File: src/rtl/lives_manager.sv
// Player life-count controller feeding the HUD lives display.
// Sequences death pause, respawn pulse, post-respawn grace window and game-over.
//
// state     | meaning
// ----------+-------------------------------------------------------------
// IDLE      | after reset, waiting for newGame; play frozen
// PLAY      | ball in play; losses and 1-ups update the count
// DYING     | frame-counted death pause; play frozen, 1-ups still count
// GAME_OVER | no lives left; only newGame leaves
module lives_manager #(
    parameter int INIT_LIVES    = 3,
    parameter int MAX_LIVES     = 9,
    parameter int DEATH_FRAMES  = 60,
    parameter int INVULN_FRAMES = 120
) (
    input  logic       clk,
    input  logic       resetN,
    input  logic       startOfFrame,
    input  logic       newGame,
    input  logic       ballLost,
    input  logic       extraLife,
    output logic [3:0] lives,
    output logic       gameOver,
    output logic       freezePlay,
    output logic       respawn,
    output logic       invulnerable
);

    localparam logic [3:0] INIT4  = 4'(INIT_LIVES);
    localparam logic [3:0] MAX4   = 4'(MAX_LIVES);
    localparam logic [4:0] MAX5   = 5'(MAX_LIVES);
    localparam logic [7:0] DEATH8 = 8'(DEATH_FRAMES);
    localparam logic [7:0] INV8   = 8'(INVULN_FRAMES);

    typedef enum logic [1:0] {
        IDLE      = 2'd0,
        PLAY      = 2'd1,
        DYING     = 2'd2,
        GAME_OVER = 2'd3
    } state_t;

    state_t     state, state_nxt;
    logic [3:0] lives_nxt;
    logic [7:0] death_cnt, death_cnt_nxt;
    logic [7:0] invuln_cnt, invuln_cnt_nxt;
    logic       respawn_nxt;

    logic       loss;
    logic [4:0] play_sum;
    logic [3:0] play_sat;
    logic [4:0] inc_sum;
    logic [3:0] inc_sat;

    // Loss is gated by the pre-edge grace counter, so a frame tick on the
    // same cycle cannot open or close the window for that loss.
    always_comb begin
        loss     = ballLost && (invuln_cnt == 8'd0);
        play_sum = {1'b0, lives} + {4'b0, extraLife} - {4'b0, loss};
        play_sat = (play_sum > MAX5) ? MAX4 : play_sum[3:0];
        inc_sum  = {1'b0, lives} + {4'b0, extraLife};
        inc_sat  = (inc_sum > MAX5) ? MAX4 : inc_sum[3:0];
    end

    always_ff @(posedge clk or negedge resetN) begin
        if (!resetN) begin
            state      <= IDLE;
            lives      <= INIT4;
            death_cnt  <= 8'd0;
            invuln_cnt <= 8'd0;
            respawn    <= 1'b0;
        end else begin
            state      <= state_nxt;
            lives      <= lives_nxt;
            death_cnt  <= death_cnt_nxt;
            invuln_cnt <= invuln_cnt_nxt;
            respawn    <= respawn_nxt;
        end
    end

    always_comb begin
        state_nxt      = state;
        lives_nxt      = lives;
        death_cnt_nxt  = death_cnt;
        invuln_cnt_nxt = invuln_cnt;
        respawn_nxt    = 1'b0;

        if (newGame) begin
            state_nxt      = PLAY;
            lives_nxt      = INIT4;
            death_cnt_nxt  = 8'd0;
            invuln_cnt_nxt = INV8;
            respawn_nxt    = 1'b1;
        end else begin
            case (state)
                IDLE: begin
                    lives_nxt = INIT4;
                end
                PLAY: begin
                    if (loss) begin
                        if (play_sat == 4'd0) begin
                            state_nxt = GAME_OVER;
                            lives_nxt = 4'd0;
                        end else begin
                            state_nxt     = DYING;
                            lives_nxt     = play_sat;
                            death_cnt_nxt = DEATH8;
                        end
                    end else begin
                        lives_nxt = play_sat;
                        if (startOfFrame && (invuln_cnt != 8'd0))
                            invuln_cnt_nxt = invuln_cnt - 8'd1;
                    end
                end
                DYING: begin
                    lives_nxt = inc_sat;
                    if (startOfFrame) begin
                        death_cnt_nxt = death_cnt - 8'd1;
                        if (death_cnt == 8'd1) begin
                            state_nxt      = PLAY;
                            invuln_cnt_nxt = INV8;
                            respawn_nxt    = 1'b1;
                        end
                    end
                end
                GAME_OVER: begin
                    lives_nxt = 4'd0;
                end
                default: begin
                    state_nxt = IDLE;
                end
            endcase
        end
    end

    assign gameOver     = (state == GAME_OVER);
    assign freezePlay   = (state != PLAY);
    assign invulnerable = (invuln_cnt != 8'd0);

endmodule
File: config.mk
export PLATFORM = sky130hd
export DESIGN_NAME = lives_manager
export DESIGN_NICKNAME = d
export VERILOG_FILES = /design/src/rtl/lives_manager.sv
export SDC_FILE = /design/constraint.sdc
export NUM_CORES = 1
export LEC_CHECK = 0
export CELL_PAD_IN_SITES_DETAIL_PLACEMENT = 0
export CELL_PAD_IN_SITES_GLOBAL_PLACEMENT = 1
export CORE_ASPECT_RATIO = 1.25
export CORE_MARGIN = 2
export CORE_UTILIZATION = 47
export DETAILED_ROUTE_END_ITERATION = 7
export PLACE_DENSITY_LB_ADDON = 0.1
export SLEW_MARGIN = 20
export SYNTH_ARGS = -nofsm -noshare
export SYNTH_HDL_FRONTEND = slang
export SYNTH_SLANG_ARGS = --single-unit
File: constraint.sdc
create_clock -name clk -period 6 [get_ports clk]
set_clock_uncertainty 0.05 [all_clocks]
set_input_delay 0.6 -clock clk [delete_from_list [all_inputs] [get_ports clk]]
set_output_delay 0.6 -clock clk [all_outputs]
set_load 0.005 [all_outputs]
==> results.cfg, run 1 <==
[sta]
tns_ns = 0
setup_viol = 0
slew_headroom = 0.6052
min_period_over_period = 0.5135
fmaxAchievable_mhz = 324.6
drv_slew = 0
finalCriticalPeriod_ns = 3.081
hold-worst-slack_ns = 0.2540
tightest_slew_ns = 0.5868
rsz0062_at_grt = no
hold_viol = 0

[power_and_ir_drop]
p_leak_nw = 0.7277
irDropWorstVdd_v = 0.0002147
p_per_area_nw_per_um2 = 236.0

[worst_setup_path]
cp_num_cells = 11
cp.required_ns = 6.14
crit_type = reg -> reg
cp.arrival_ns = 3.22
critical_path.most_common_cell = ha_1
crit_chain = inv_1 > ha_1 > nor3b_1 > and3_1 > ha_1 > ha_1 > or4b_1 > o21ai_2 > nor3_1 > and3_1 > o31ai_1
worst_path_largest_cell_delay_ns = 0.47
endpoint_kind = flip-flop
path_max_fanout = 5
crit_family = simple AND/OR/NAND/NOR gates
slowest_stage = nor3b_1
cp_num_buf_inv = 1
cp-start-kind = flip-flop
r2r_cells = 11

[clocking]
cts_setup_buffers = 0
numCtsBuffers = 3
cts_tree = yes
clock_sinks = 23
path_clk_slew_ns = 0.09
cts_resized = 0
root_buffer = clkbuf_8
clockBufferDepth = 2
cts.htree.levels = 1
ctsHoldBuffers = 0
clock_latency_ns = 0.27

[finish]
antenna_cells = 0
register_area_um2 = 578.1
layout_commonest_cell = dfrtp_1
drive_gt1_frac = 0.07692
layout_common_cells = dfrtp_1 (21), nand2_1 (19), clkdlybuf4s50_1 (12), inv_1 (11), nor2_1 (11)
area_growth_syn_to_layout_pct = 13.08
nets = 197
multi_input_area_um2 = 879.6
fill_cells = 297

[drt]
wire_per_inst_um = 15.87
via_count = 1273
drc = 0
drt_pass1_iterations = 4
vias_per_cell = 5.813
drt-total-wl_mm = 3.476
final_antenna_net_count = 0
drtIter0Drc = 19

[synth]
synth-seq-cells = 23
syn_area_um2 = 1521
synth_top_flop_cell = dfrtp_1
synthArstFlopShare = 1.000
syn-mean-instance-area_um2 = 9.056
syn_inst = 168
synth_fp_nets = 182
synth_edf_count = 0
yosysWarnings = 0
yosysSeqAreaShare = 0.3799
synth.distinct_cells = 50

[floorplanning]
num_io_pins = 14
start_util = 0.4850
dieHeight_um = 67.61
std_cell_rows = 23
die-area_um2 = 3711
die_x_um = 54.89
core_um2 = 3137

[grt]
grt_pass1_vias = 1320
gr-total-overflow = 0
grt_max_degree = 24
antenna_found_initial = 0
grt_pass1_wl_mm = 6.085
grt.total_usage = 0.2238

[flow_run]
maxCapViolCount = 0

[status]
status = completed

[place]
gp_congestion = 0.7413
portBuffers = 13
dpl.hpwl_mm = 2.662

[hold_path]
hold_class = in -> async
-- worst register-to-register path, delay by kind of cell (launching register included) --
kind	cells	cell delay, ns
and+or+nand+nor	5	1.52
DFF	1	0.39
buffers and inverters	1	0.12
adders and majority gates	3	0.58
AOI/OAI and AO/OA	2	0.35
-- worst paths after layout --
kind	startpoint	endpoint	slack (ns)
setup reg to reg	invuln_cnt[0]	death_cnt[5]	2.92
hold / removal	resetN	death_cnt[5]	0.25
hold reg to reg	death_cnt[7]	death_cnt[7]	0.48
min in group clk	death_cnt[7]	death_cnt[7]	0.48
max in group asynchronous	resetN	lives[1]	5.27
setup / recovery	invuln_cnt[0]	death_cnt[5]	2.92
-- cell usage after synthesis, types with 2 or more instances --
cell / n / area (um2)
o21ai_1: 2 / 10.01
a21oi_1: 10 / 50.05
inv_1: 11 / 41.29
o21a_1: 2 / 15.01
ha_1: 8 / 100.1
nand3b_1: 4 / 30.03
o21ai_0: 5 / 25.02
dfrtp_1: 21 / 525.5
dfstp_2: 2 / 52.55
nor4_1: 2 / 12.51
xor2_1: 7 / 61.31
nand2_1: 19 / 71.32
o211ai_1: 4 / 30.03
a31oi_1: 7 / 43.79
nor3_1: 6 / 30.03
nand3_1: 4 / 20.02
and3_1: 5 / 31.28
nor2b_1: 3 / 18.77
and2_1: 2 / 12.51
nor3b_1: 2 / 15.01
clkbuf_1: 2 / 7.510
xnor2_1: 2 / 17.52
nor2_1: 11 / 41.29
-- layer usage --
metal / vias up / wire length, um / global-route usage / part of all wire
li1: 641 / - / - / -
met1: 612 / 1603 / 0.2827 / 0.46
met2: 14 / 1742 / 0.3765 / 0.50
met3: 6 / 68 / 0.03097 / 0.020
met4: 0 / 61 / 0.08841 / 0.018
met5: - / 0 / 0 / 0
-- area by class of cell --
| type | instances | area share |
|---|---|---|
| clock inverter | 1 | 0.002909 |
| timing repair buffer | 13 | 0.07273 |
| sequential | 23 | 0.3360 |
| tap | 37 | 0.02691 |
| clock buffer | 3 | 0.02400 |
| multi-input combinational | 130 | 0.5113 |
| inverter | 12 | 0.02618 |
-- registers in the layout, indices dropped and copies added (netlist names) --
signal and flops:
death_cnt 8, invuln_cnt 8, lives 4, respawn 1, state 2
-- where the power goes --
| group | internal (mW) | switching [mW] |
|---|---|---|
| clock | 0.0465 | 0.0543 |
| combinational | 0.0583 | 0.0650 |
| sequential | 0.168 | 0.0142 |
-- metrics by stage --
step | area, um2 | cells | setup WS, ns | power, mW | utilization
floorplan | 1521 | 168 | 3.310 | 0.2702 | -
global placement | 1679 | 215 | 2.855 | 0.3069 | 0.5353
detailed placement | 1679 | 215 | 2.759 | 0.3099 | 0.5353
CTS | 1725 | 219 | 2.876 | 0.4099 | 0.5501
global route | 1720 | 219 | 2.728 | 0.4335 | 0.5485
finish | 1720 | 219 | 2.919 | 0.4061 | 0.5485
-- logic make-up after synthesis --
kind of cell             Yosys count  share of synthesized area
adder cells (fa/ha/maj)            8                    0.06579
flip-flops                        23                     0.3799
AND/OR/NAND/NOR                   70                     0.2574
buffers and inverters             15                    0.04194
XOR/XNOR                          11                    0.07978
AO/OA/AOI/OAI                     41                     0.1752
(Power assumes the default switching activity.)
==> run 2: changes to the inputs <==
- CORE_UTILIZATION: 47 -> 43
- clock period: 6 -> 3 ns (I/O delays scaled with it)
==> run 2 against run 1 <==
Worst hold slack better by 0.086 ns. First-iteration DRC count rose to 2.5 times the previous value. Routed wire length up 3.3%. Combinational power up 110%. Non-clock buffer count up 4. Critical path type unchanged. Largest power group unchanged. Highest routed layer unchanged.
==> results.cfg, run 2 (synthesis results as in run 1) <==
[status]
status = completed

[finish]
final_util = 0.5141
nets = 201
fill_cells = 338
final_cells = 225
drive_gt1_frac = 0.1022
layout_commonest_cell = dfrtp_1
reg_top3 = death_cnt x8, invuln_cnt x8, lives x4
antenna_cells = 0
multi_input_area_um2 = 898.4
area_growth_syn_to_layout_pct = 16.69
layout_common_cells = dfrtp_1 (21), nand2_1 (19), clkdlybuf4s50_1 (13), inv_1 (11), nor2_1 (11)
register_area_um2 = 578.1
final_area_um2 = 1775

[power_and_ir_drop]
p_leak_nw = 0.7508
p_per_area_nw_per_um2 = 468.6
irDropWorstVdd_v = 0.0002973

[worst_setup_path]
path_max_fanout = 5
cp.required_ns = 3.13
cp.arrival_ns = 2.92
endpoint_kind = flip-flop
cp-start-kind = flip-flop
r2r_cells = 11
crit_type = reg -> reg

[sta]
drv_slew = 0
tns_ns = 0
rsz0062_at_grt = no
min_period_over_period = 0.9287
fmaxAchievable_mhz = 358.9
hold_viol = 0
slew_headroom = 0.6139
setup_viol = 0
hold-worst-slack_ns = 0.3401
tightest_slew_ns = 0.5739
finalCriticalPeriod_ns = 2.786

[floorplanning]
dieHeight_um = 70.51
start_util = 0.4406
num_io_pins = 14
core_um2 = 3453
die_x_um = 57.21
die-area_um2 = 4033
std_cell_rows = 24

[clocking]
cts_tree = yes
root_buffer = clkbuf_8
numCtsBuffers = 3
clock_latency_ns = 0.27
path_clk_slew_ns = 0.09
clockBufferDepth = 2
cts.htree.levels = 1
clock_sinks = 23

[drt]
via_count = 1299
vias_per_cell = 5.773
wire_per_inst_um = 15.95
drtIter0Drc = 48
final_antenna_net_count = 0
drc = 0
drt_pass1_iterations = 4
drt-total-wl_mm = 3.589

[place]
dpl.hpwl_mm = 2.677
placed_area_um2 = 1712
placedCellCount = 221
portBuffers = 13
gp_congestion = 0.8072

[grt]
antenna_found_initial = 0
grt_pass1_wl_mm = 6.161
grt.total_usage = 0.1955
grt_pass1_vias = 1298
gr-total-overflow = 0
grt_max_degree = 24

[flow_run]
maxCapViolCount = 0

[hold_path]
hold_class = in -> async
## run 2: cell types whose count changed in the layout (fill, tap and decap cells not counted)
cell / change
clkbuf_1: +1
buf_4: +4
buf_2: -1
nor3b_1: -1
o31ai_1: -1
clkdlybuf4s50_1: +1
clkinv_2: -1
ha_2: +1
o31ai_2: +1
nor3b_4: +1
ha_1: -1
## run 2: area by class of cell
class	count	share of cell area
Timing Repair Buffer	17	0.09020
Inverter	12	0.02537
Tap cell	39	0.02748
Sequential cell	23	0.3256
Multi-Input combinational cell	130	0.5060
Clock buffer	4	0.02537
## run 2: worst max-delay path: stages, from the launching register on
cell	delay, ns
dfrtp_1	0.39
inv_1	0.12
ha_1	0.19
nor3b_4	0.20
and3_1	0.19
ha_1	0.19
ha_2	0.22
or4b_1	0.46
o21ai_2	0.12
nor3_1	0.11
and3_1	0.24
o31ai_2	0.22
## run 2: path summary, 6_finish.rpt
check / from / endpoint / slack [ns]
hold / removal: resetN / death_cnt[3] / 0.34
min in group clk: death_cnt[7] / death_cnt[7] / 0.47
setup / recovery: invuln_cnt[0] / death_cnt[5] / 0.21
hold reg to reg: death_cnt[7] / death_cnt[7] / 0.47
max in group asynchronous: resetN / lives[0] / 2.27
setup reg to reg: invuln_cnt[0] / death_cnt[5] / 0.21
## run 2: power breakdown
part	total [mW]	switching, mW	internal, mW
combinational	0.264	0.134	0.130
sequential	0.368	0.0325	0.336
clock	0.200	0.105	0.0950
total	0.832	0.271	0.561
## run 2: timing repair
item                       CTS  global route
hold buffers                 0             0
setup endpoints to repair    0             4
gates resized for setup      0             4
buffers inserted             0             0
## run 2: stage by stage
stage	setup WS, ns	power [mW]
6_report	0.2139	0.8320
5_1_grt	0.009509	0.8850
4_1_cts	0.1072	0.8326
3_5_place_dp	0.1556	0.6326
3_3_place_gp	0.2148	0.6300
2_1_floorplan	0.3104	0.5405
## run 2: per-layer routing
layer / wire (um) / share of wire / global-route usage / vias up
li1: - / - / - / 644
met1: 1666 / 0.46 / 0.2614 / 633
met2: 1802 / 0.50 / 0.3180 / 17
met3: 68 / 0.019 / 0.02963 / 5
met4: 51 / 0.014 / 0.07235 / 0
met5: 0 / 0 / 0 / -
==> run 3: changes to the inputs <==
- CORE_ASPECT_RATIO: 1.25 -> 0.6
==> run 3 against run 2 <==
Die area up 0.31%. Final cell count up 3.6%. Total power down 0.94%. Maximum frequency about the same. Critical path depth unchanged. Global-route usage up 0.20 points. Non-clock buffer count up 2. Sequential power about the same. Largest power group unchanged. Highest routed layer unchanged.
==> results.cfg, run 3 (synthesis results as in run 1) <==
[status]
status = completed

[drt]
via_count = 1286
drt-total-wl_mm = 3.546
drc = 0
vias_per_cell = 5.519
drtIter0Drc = 47
drt_pass1_iterations = 4
final_antenna_net_count = 0
wire_per_inst_um = 15.22

[finish]
antenna_cells = 0
area_growth_syn_to_layout_pct = 17.27
drive_gt1_frac = 0.1011
layout_commonest_cell = dfrtp_1
register_area_um2 = 578.1
fill_cells = 334
reg_top3 = death_cnt x8, invuln_cnt x8, lives x4
final_util = 0.5369
multi_input_area_um2 = 884.6
final_cells = 233
nets = 203
layout_common_cells = dfrtp_1 (21), nand2_1 (19), clkdlybuf4s50_1 (13), inv_1 (11), nor2_1 (11)

[sta]
min_period_over_period = 0.9278
slew_headroom = 0.6087
tns_ns = 0
fmaxAchievable_mhz = 359.3
tightest_slew_ns = 0.5825
rsz0062_at_grt = no
finalCriticalPeriod_ns = 2.783
setup_ws_ns = 0.2166
hold-worst-slack_ns = 0.3313
hold_viol = 0
setup_viol = 0
drv_slew = 0

[clocking]
root_buffer = clkbuf_8
clock_sinks = 23
cts_tree = yes
cts.htree.levels = 1
cts_setup_buffers = 0
numCtsBuffers = 3
clock_latency_ns = 0.27
path_clk_slew_ns = 0.09
cts_resized = 0
clockBufferDepth = 2
ctsHoldBuffers = 0

[power_and_ir_drop]
p_per_area_nw_per_um2 = 461.9
p_leak_nw = 0.7567
irDropWorstVdd_v = 0.0002089

[grt]
antenna_found_initial = 0
gr-total-overflow = 0
grt.total_usage = 0.1974
grt_pass1_vias = 1260
grt_max_degree = 15
grt_pass1_wl_mm = 6.141

[place]
dp_slack_ns = 0.1634
placedCellCount = 229
dpl.hpwl_mm = 2.726
portBuffers = 13
gp_congestion = 0.8401

[worst_setup_path]
crit_type = reg -> reg
r2r_start = invuln_cnt[0]
cp_num_buf_inv = 1
critical_path.most_common_cell = ha_1
crit_family = simple AND/OR/NAND/NOR gates
r2r_end = death_cnt[5]
endpoint_kind = flip-flop
cp.required_ns = 3.13
path_max_fanout = 5
r2r_cells = 11
slowest_stage = or4b_1
cp.arrival_ns = 2.92
worst_path_largest_cell_delay_ns = 0.47
reg2reg_slack_ns = 0.22
cp-start-kind = flip-flop
crit_chain = inv_1 > ha_1 > nor3b_2 > and3_1 > ha_1 > ha_1 > or4b_1 > o21ai_2 > nor3_1 > and3_1 > o31ai_1

[hold_path]
hold_class = in -> async

[floorplanning]
dieHeight_um = 50.08
die-area_um2 = 4046
die_x_um = 80.79
core_um2 = 3323
start_util = 0.4578
num_io_pins = 14
std_cell_rows = 16

[flow_run]
maxCapViolCount = 0
[run 3: cell count changes in the layout (fill, tap and decap cells not counted), sizes merged]
cell,previous run,this run
buf,4,6
[run 3: worst reg2reg max path, delay by kind of cell, from the launching register on]
family          cells  cell delay (ns)
compound gates      2             0.35
simple gates        5             1.22
buf+inv             1             0.13
flops               1             0.40
fa+ha+maj           3             0.56
[run 3: cell type report]
type / count / share of cell area
sequential: 23 / 0.3240
clock buffer: 4 / 0.02525
multi-input combinational: 130 / 0.4958
timing repair buffer: 19 / 0.09818
tap: 45 / 0.03156
inverter: 12 / 0.02525
[run 3: per-stage QoR]
step / area (um2) / total power, mW
2_1_floorplan: 1521 / 0.5405
3_3_place_gp: 1734 / 0.6311
3_5_place_dp: 1734 / 0.6304
4_1_cts: 1779 / 0.8294
5_1_grt: 1784 / 0.8818
6_report: 1784 / 0.8242
[run 3: per-layer routing]
layer | part of all wire | global-route usage
met1 | 0.54 | 0.3047
met2 | 0.41 | 0.2875
met5 | 0 | 0
met3 | 0.042 | 0.04762
met4 | 0.0011 | 0.01977
[run 3: power breakdown]
part	internal [mW]	leakage [nW]	switching, mW	total, mW
Combinational	0.129	0.450	0.135	0.264
Clock	0.0948	0.0228	0.0987	0.193
Sequential	0.336	0.284	0.0309	0.367
Total	0.559	0.757	0.265	0.824
[run 3: how the worst max path moves through the flow]
stage | start | end | slack (ns) | cells past startpoint
6_report | invuln_cnt[0] | death_cnt[5] | 0.22 | 11
5_1_grt | invuln_cnt[0] | death_cnt[5] | 0.03 | 11
4_1_cts | invuln_cnt[0] | death_cnt[5] | 0.17 | 11
3_5_place_dp | extraLife | death_cnt[5] | 0.16 | 10
3_3_place_gp | extraLife | death_cnt[5] | 0.22 | 10
2_1_floorplan | invuln_cnt[0] | death_cnt[5] | 0.31 | 11
